### src/rtl/control_unit_pkg.sv
// Shared constants for the instruction-sequencing control unit: opcodes,
// FSM state encodings and program-counter operation codes.
package control_unit_pkg;

  localparam logic [3:0] OP_LOAD  = 4'h8;
  localparam logic [3:0] OP_WRITE = 4'h9;
  localparam logic [3:0] OP_JMP   = 4'hA;

  typedef enum logic [2:0] {
    ST_IDLE      = 3'd0,
    ST_FETCH     = 3'd1,
    ST_DECODE    = 3'd2,
    ST_REGREAD   = 3'd3,
    ST_EXECUTE   = 3'd4,
    ST_MEMORY    = 3'd5,
    ST_WRITEBACK = 3'd6,
    ST_FAULT     = 3'd7
  } state_e;

  localparam logic [1:0] PC_HOLD = 2'd0;
  localparam logic [1:0] PC_INC  = 2'd1;
  localparam logic [1:0] PC_LOAD = 2'd2;

  function automatic logic is_mem_op(input logic [3:0] op);
    return (op == OP_LOAD) || (op == OP_WRITE);
  endfunction

endpackage

### src/rtl/control_unit_wait_timer.sv
// Counts memory wait cycles and flags the cycle in which the count would
// reach TIMEOUT while the request is still outstanding.
module wait_timer #(
  parameter int unsigned TIMEOUT = 15
) (
  input  logic clk_i,
  input  logic reset_i,
  input  logic clear_i,
  input  logic count_i,
  output logic expired_o
);

  localparam logic [7:0] LIMIT = 8'(TIMEOUT - 1);

  logic [7:0] cnt_q;
  logic [7:0] cnt_d;

  always_comb begin
    cnt_d = cnt_q;
    if (clear_i)
      cnt_d = '0;
    else if (count_i)
      cnt_d = cnt_q + 8'd1;
  end

  always_ff @(posedge clk_i) begin
    if (reset_i)
      cnt_q <= '0;
    else
      cnt_q <= cnt_d;
  end

  // Fires on the wait cycle that would bring the count up to TIMEOUT.
  assign expired_o = count_i && (cnt_q == LIMIT);

endmodule

### src/rtl/control_unit.sv
// Multi-cycle instruction sequencer: fetch, decode, register read, execute,
// optional memory access and writeback, with halt handling and a memory
// wait timeout that parks the unit in FAULT until reset.
module control_unit
  import control_unit_pkg::*;
#(
  parameter int unsigned TIMEOUT = 15
) (
  input  logic       I_clk,
  input  logic       I_reset,
  input  logic [3:0] I_opcode,
  input  logic       I_branch_taken,
  input  logic       I_mem_ready,
  input  logic       I_halt,
  output logic       O_en_fetch,
  output logic       O_en_decode,
  output logic       O_en_regread,
  output logic       O_en_alu,
  output logic       O_en_regwrite,
  output logic       O_mem_req,
  output logic       O_mem_we,
  output logic [1:0] O_pc_op,
  output logic [2:0] O_state,
  output logic       O_halted,
  output logic       O_fault
);

  state_e     state_q, state_d;
  logic [3:0] opcode_q, opcode_d;
  logic       wait_state;
  logic       timer_clear;
  logic       timer_count;
  logic       timer_expired;
  state_e     end_of_instr;

  assign wait_state  = (state_q == ST_FETCH) || (state_q == ST_MEMORY);
  assign timer_count = wait_state && !I_mem_ready;
  // Any completed request also clears, so a WRITE ending straight into FETCH starts from zero.
  assign timer_clear = !wait_state || I_mem_ready;

  wait_timer #(
    .TIMEOUT(TIMEOUT)
  ) u_wait_timer (
    .clk_i    (I_clk),
    .reset_i  (I_reset),
    .clear_i  (timer_clear),
    .count_i  (timer_count),
    .expired_o(timer_expired)
  );

  always_comb begin
    state_d      = state_q;
    opcode_d     = opcode_q;
    end_of_instr = I_halt ? ST_IDLE : ST_FETCH;
    if (state_q == ST_REGREAD)
      opcode_d = I_opcode;
    case (state_q)
      ST_IDLE:      if (!I_halt) state_d = ST_FETCH;
      ST_FETCH: begin
        if (I_mem_ready)        state_d = ST_DECODE;
        else if (timer_expired) state_d = ST_FAULT;
      end
      ST_DECODE:    state_d = ST_REGREAD;
      ST_REGREAD:   state_d = ST_EXECUTE;
      ST_EXECUTE: begin
        if (is_mem_op(opcode_q))   state_d = ST_MEMORY;
        else if (opcode_q == OP_JMP) state_d = end_of_instr;
        else                       state_d = ST_WRITEBACK;
      end
      ST_MEMORY: begin
        if (I_mem_ready)
          state_d = (opcode_q == OP_LOAD) ? ST_WRITEBACK : end_of_instr;
        else if (timer_expired)
          state_d = ST_FAULT;
      end
      ST_WRITEBACK: state_d = end_of_instr;
      default:      state_d = ST_FAULT;
    endcase
  end

  always_ff @(posedge I_clk) begin
    if (I_reset) begin
      state_q  <= ST_FETCH;
      opcode_q <= '0;
    end else begin
      state_q  <= state_d;
      opcode_q <= opcode_d;
    end
  end

  always_comb begin
    O_en_fetch    = 1'b0;
    O_en_decode   = 1'b0;
    O_en_regread  = 1'b0;
    O_en_alu      = 1'b0;
    O_en_regwrite = 1'b0;
    O_mem_req     = 1'b0;
    O_mem_we      = 1'b0;
    O_pc_op       = PC_HOLD;
    O_state       = state_q;
    O_halted      = 1'b0;
    O_fault       = 1'b0;
    case (state_q)
      ST_IDLE:    O_halted = 1'b1;
      ST_FETCH: begin
        O_en_fetch = 1'b1;
        O_mem_req  = 1'b1;
      end
      ST_DECODE:  O_en_decode = 1'b1;
      ST_REGREAD: O_en_regread = 1'b1;
      ST_EXECUTE: begin
        O_en_alu = 1'b1;
        if (opcode_q == OP_JMP)
          O_pc_op = I_branch_taken ? PC_LOAD : PC_INC;
      end
      ST_MEMORY: begin
        O_mem_req = 1'b1;
        O_mem_we  = (opcode_q == OP_WRITE);
        // A WRITE retires in the cycle its request completes.
        if ((opcode_q == OP_WRITE) && I_mem_ready)
          O_pc_op = PC_INC;
      end
      ST_WRITEBACK: begin
        O_en_regwrite = 1'b1;
        O_pc_op       = PC_INC;
      end
      default:    O_fault = 1'b1;
    endcase
    // An instruction in flight when reset arrives is abandoned: show the
    // post-reset FETCH pattern and never emit its PC update.
    if (I_reset) begin
      O_en_fetch    = 1'b1;
      O_en_decode   = 1'b0;
      O_en_regread  = 1'b0;
      O_en_alu      = 1'b0;
      O_en_regwrite = 1'b0;
      O_mem_req     = 1'b1;
      O_mem_we      = 1'b0;
      O_pc_op       = PC_HOLD;
      O_state       = ST_FETCH;
      O_halted      = 1'b0;
      O_fault       = 1'b0;
    end
  end

endmodule
### config.mk
export PLATFORM = sky130hd
export DESIGN_NAME = control_unit
export DESIGN_NICKNAME = d
export VERILOG_FILES = /design/src/rtl/control_unit_pkg.sv /design/src/rtl/control_unit_wait_timer.sv /design/src/rtl/control_unit.sv
export SDC_FILE = /design/constraint.sdc
export NUM_CORES = 1
export LEC_CHECK = 0
export BUFFER_PORTS_ARGS = -buffer_cell sky130_fd_sc_hd__buf_2
export CORE_MARGIN = 4
export CORE_UTILIZATION = 25
export CTS_CLUSTER_DIAMETER = 120
export DETAILED_ROUTE_END_ITERATION = 10
export HOLD_SLACK_MARGIN = 0.06
export SLEW_MARGIN = 20
export SYNTH_ARGS = -nofsm -noshare
export SYNTH_HDL_FRONTEND = slang
export SYNTH_SLANG_ARGS = --single-unit
### constraint.sdc
create_clock -name I_clk -period 2 [get_ports I_clk]
set_clock_uncertainty 0.05 [all_clocks]
set_input_delay 0.1 -clock I_clk [delete_from_list [all_inputs] [get_ports I_clk]]
set_output_delay 0.1 -clock I_clk [all_outputs]
set_load 0.005 [all_outputs]
==> summary.txt <==
Run status
  • Run status: finished clean

Global route
  • Gr ovfl total: 0
  • Initial antenna violation count: 0
  • Combined global-route utilization of all metal layers: a little over a tenth
  • Number of global-route vias before repair: 897
  • Global-route wire length before repair: 3.877 mm
  • Maximum number of pins on one net before global-route repair: 16

Timing
  • Final setup violation count: 0
  • Number of max-slew violations in the final report: 0
  • Final Worst Setup Slack: ~0.18 ns
  • Final Hold Vio Count: 0
  • Final hold slack: approximately 0.13 ns
  • Setup repair after global routing missed its margin: false
  • Final critical-path required period: approximately 1.8 ns
  • Ratio of final minimum period to clock period: 91.05%
  • Achievable Freq: 549.1 MHz
  • Accumulated negative setup slack: 0 ns
  • Relative slew slack: 69.90%
  • Slew of the pin with the lowest slew margin: 0.4402 ns

Worst setup path
  • Worst R2R End: state_q[1]
  • Startpoint of the most critical setup path: state_q[1]
  • Worst reg2reg path startpoint: state_q[0]
  • Worst setup EP type: primary output
  • Kind of launch point of the worst setup path: register
  • Startpoint-to-endpoint class of the critical path: reg2out
  • Largest stage delay on the critical path: 0.41 ns
  • Worst EP required: between 1.5 and 2 ns
  • Reg2Reg Depth: 4
  • Crit Path Max Fanout: 8
  • Cell breakdown of the critical path: inv_1 -> and3_1 -> and4_1 -> o311a_1 -> buf_2
  • Critical path arrival: 1.67 ns
  • CP max-delay cell: sky130_fd_sc_hd__dfxtp_2
  • Register-to-register path setup slack: 0.31 ns

Synthesis
  • Post-Syn Instances: ~110
  • Average instance area after synthesis: just under 8 µm²
  • Main combinational cell family by area after synthesis: simple AND/OR/NAND/NOR gates
  • Simple-Gate Fraction of Synth Area: 39.39%
  • Fraction of synthesized cell area taken by the top area cell type: roughly 34%
  • Top FF cell, synth: sky130_fd_sc_hd__dfxtp_1
  • Compound-cell area share of the yosys netlist: 14.11%
  • Count of different cell masters after synthesis: 38
  • Synth Area in XOR/XNOR: 5.866%
  • Dominant cells by area after synthesis: sky130_fd_sc_hd__dfxtp_1 34%, sky130_fd_sc_hd__nor2_1 6.7%, sky130_fd_sc_hd__nand2_1 4.6%
  • Adder-cell share of the synthesized area: 2.793%
  • Proportion of synthesized chip area in sequential cells: 33.52%
  • Post-Synthesis Cell Area: 895.9 µm²
  • Total nets after synthesis: 124
  • Post-synth EDFFs: 0
  • Async SR Flop Fraction: 0%
  • Proportion of synthesized area in mux cells: 0%
  • Flip-flop and latch count after synthesis: 15
  • YS warnings: 0
  • Library cell occupying the most area in the post-synthesis netlist: sky130_fd_sc_hd__dfxtp_1

Detailed routing
  • Routed via count divided by cell count: 4.738
  • Average wire per cell in the routed design: roughly 12 µm
  • Vias post-DR: 886
  • Drt first pass iters: 4
  • Routed Antenna Nets: 0
  • Post-Route WL: 2.274 mm
  • Starting DRT DRC Count: 79
  • Drc violations: 0

Run
  • Number of max-capacitance violations reported: 0

Floorplan
  • Die outline area: 4605 µm²
  • Y dimension of the die: 67.86 µm
  • Core Box Area: approximately 3400 µm²
  • Site Rows: 21
  • Initial core utilization: a little over a quarter
  • Boundary Pins: 23
  • Die outline width: 67.86 µm

CTS
  • Clock insertion delay at the later pin of the skew report: 0.27 ns
  • Total setup buffers inserted after CTS: 0
  • Library cell used as clock root buffer: sky130_fd_sc_hd__clkbuf_4
  • Clock tree from TritonCTS: yes
  • Clock sink count: 15
  • CTS clk-pin slew, worst paths: roughly 0.080 ns
  • Number of H-tree branching levels: 1
  • Clock buffers created by TritonCTS: 3
  • Number of buffers between clock root and the deepest sink: 2

Hold path
  • Class of the tightest hold or removal check: in2reg
  • Start point of the worst min-delay path: I_reset
  • End point of the worst hold path: opcode_q[3]
  • Worst Hold Depth: 2

Power
  • VDD IR-drop max: 163.7 µV
  • Leakage power: approximately 0.47 nW
  • Total design power: ~0.75 mW
  • Power density of the placed cells: approximately 660 nW/µm²

Layout
  • Fillers: 364
  • Layout Nets: 153
  • Growth of design area from synthesis to finish: 27.51%
  • Post-layout instance area: 1142 µm²
  • Share of final-layout standard cells stronger than drive strength 1: 25.53%
  • Number of antenna diodes: 0
  • Storage cell area: 302.8 µm²
  • Area of combinational cells with multiple inputs: 561.8 µm²

Placed design
  • Number of buffers added on ports: 22
  • Sum of net half-perimeters after detailed placement: 1.683 mm
  • Final GP Congestion: 0.8779
  • Pre-CTS setup slack: 0.3010 ns
  • Post-Place Cell Area: 1059 µm²
[metal layers]
layer | global-route usage, % | part of all wire [%]
met5 | 0 | 0
met4 | 3.970 | 1.2
met3 | 1.970 | 4.6
met2 | 20.78 | 54
met1 | 11.52 | 40
[cells by family (layout without fill, tap and decap cells)]
kind of cell / after synthesis / in the layout
adders and majority gates: 2 / 2
AOI/OAI and AO/OA: 18 / 18
buffers and inverters: 9 / 37
xor gates and xnor gates: 6 / 6
DFF: 15 / 15
and+or+nand+nor: 63 / 63
[flip-flops by register name (all words and copies together), names as in the netlist]
| register | flops |
|---|---|
| u_wait_timer.cnt_q | 8 |
| opcode_q | 4 |
| state_q | 3 |
[critical path: cells and delay by family, from the launching register on]
kind            cells  cell delay, ns
simple gates        2            0.42
flops               1            0.41
compound gates      1            0.34
buf+inv             2            0.23
[what timing repair did]
action	CTS	global route
endpoints found under the hold margin	5	0
hold buffers	5	0
gates resized for setup	0	3
setup endpoints to repair	0	3
[metrics by stage]
step	util, %	cells
2_1_floorplan	-	113
3_3_place_gp	31.23	178
3_5_place_dp	31.23	178
4_1_cts	33.48	187
5_1_grt	33.70	187
6_report	33.70	187
[synthesized netlist by cell type (2+ instances only)]
master / instances
sky130_fd_sc_hd__nor3_1: 3
sky130_fd_sc_hd__nor2_1: 16
sky130_fd_sc_hd__clkbuf_1: 4
sky130_fd_sc_hd__ha_1: 2
sky130_fd_sc_hd__nor2b_1: 5
sky130_fd_sc_hd__inv_1: 3
sky130_fd_sc_hd__xor2_1: 2
sky130_fd_sc_hd__dfxtp_1: 15
sky130_fd_sc_hd__nand2b_1: 3
sky130_fd_sc_hd__xnor2_1: 4
sky130_fd_sc_hd__and3_1: 3
sky130_fd_sc_hd__a21oi_1: 7
sky130_fd_sc_hd__nor3b_1: 3
sky130_fd_sc_hd__nand3_1: 7
sky130_fd_sc_hd__nand2_1: 11
sky130_fd_sc_hd__nor4_1: 2
sky130_fd_sc_hd__o31a_1: 2
[worst max-delay path by stage]
stage / to / slack [ns] / cells after the start
finish: O_pc_op[0] / 0.18 / 5
global route: O_pc_op[0] / 0.05 / 6
CTS: O_pc_op[0] / 0.06 / 5
detailed placement: state_q[1] / 0.30 / 5
global placement: u_wait_timer.cnt_q[7] / 0.40 / 5
floorplan: u_wait_timer.cnt_q[7] / 0.56 / 5
[placed cells by master (no fill, tap or decap), types with 2 or more instances in the layout]
cell                            netlist  layout
sky130_fd_sc_hd__buf_2                1      22
sky130_fd_sc_hd__nor2_1              16      16
sky130_fd_sc_hd__dfxtp_1             15      13
sky130_fd_sc_hd__nand2_1             11      11
sky130_fd_sc_hd__nand3_1              7       7
sky130_fd_sc_hd__a21oi_1              7       7
sky130_fd_sc_hd__nor2b_1              5       5
sky130_fd_sc_hd__dlygate4sd3_1        0       5
sky130_fd_sc_hd__xnor2_1              4       4
sky130_fd_sc_hd__inv_1                3       3
sky130_fd_sc_hd__and3_1               3       3
sky130_fd_sc_hd__nand2b_1             3       3
sky130_fd_sc_hd__nor3_1               3       3
sky130_fd_sc_hd__clkbuf_4             0       3
sky130_fd_sc_hd__buf_4                1       3
sky130_fd_sc_hd__nor4_1               2       2
sky130_fd_sc_hd__nor3b_1              3       2
sky130_fd_sc_hd__o31a_1               2       2
sky130_fd_sc_hd__xor2_1               2       2
sky130_fd_sc_hd__ha_1                 2       2
sky130_fd_sc_hd__dfxtp_2              0       2
[power by group]
group | total [mW] | internal (mW) | switching [mW]
Combinational | 0.221 | 0.105 | 0.115
Sequential | 0.363 | 0.323 | 0.0399
Clock | 0.169 | 0.0772 | 0.0915
Total | 0.752 | 0.505 | 0.247
[cell type report]
| cell class | count | share of cell area [%] |
|---|---|---|
| repair buffers | 30 | 15.99 |
| clock buffers | 4 | 2.300 |
| flip-flops and latches | 15 | 26.51 |
| multi-input cells | 89 | 49.18 |
| well taps | 46 | 5.038 |
| inverters | 3 | 0.9858 |
Power figures use the tool's default switching activity.
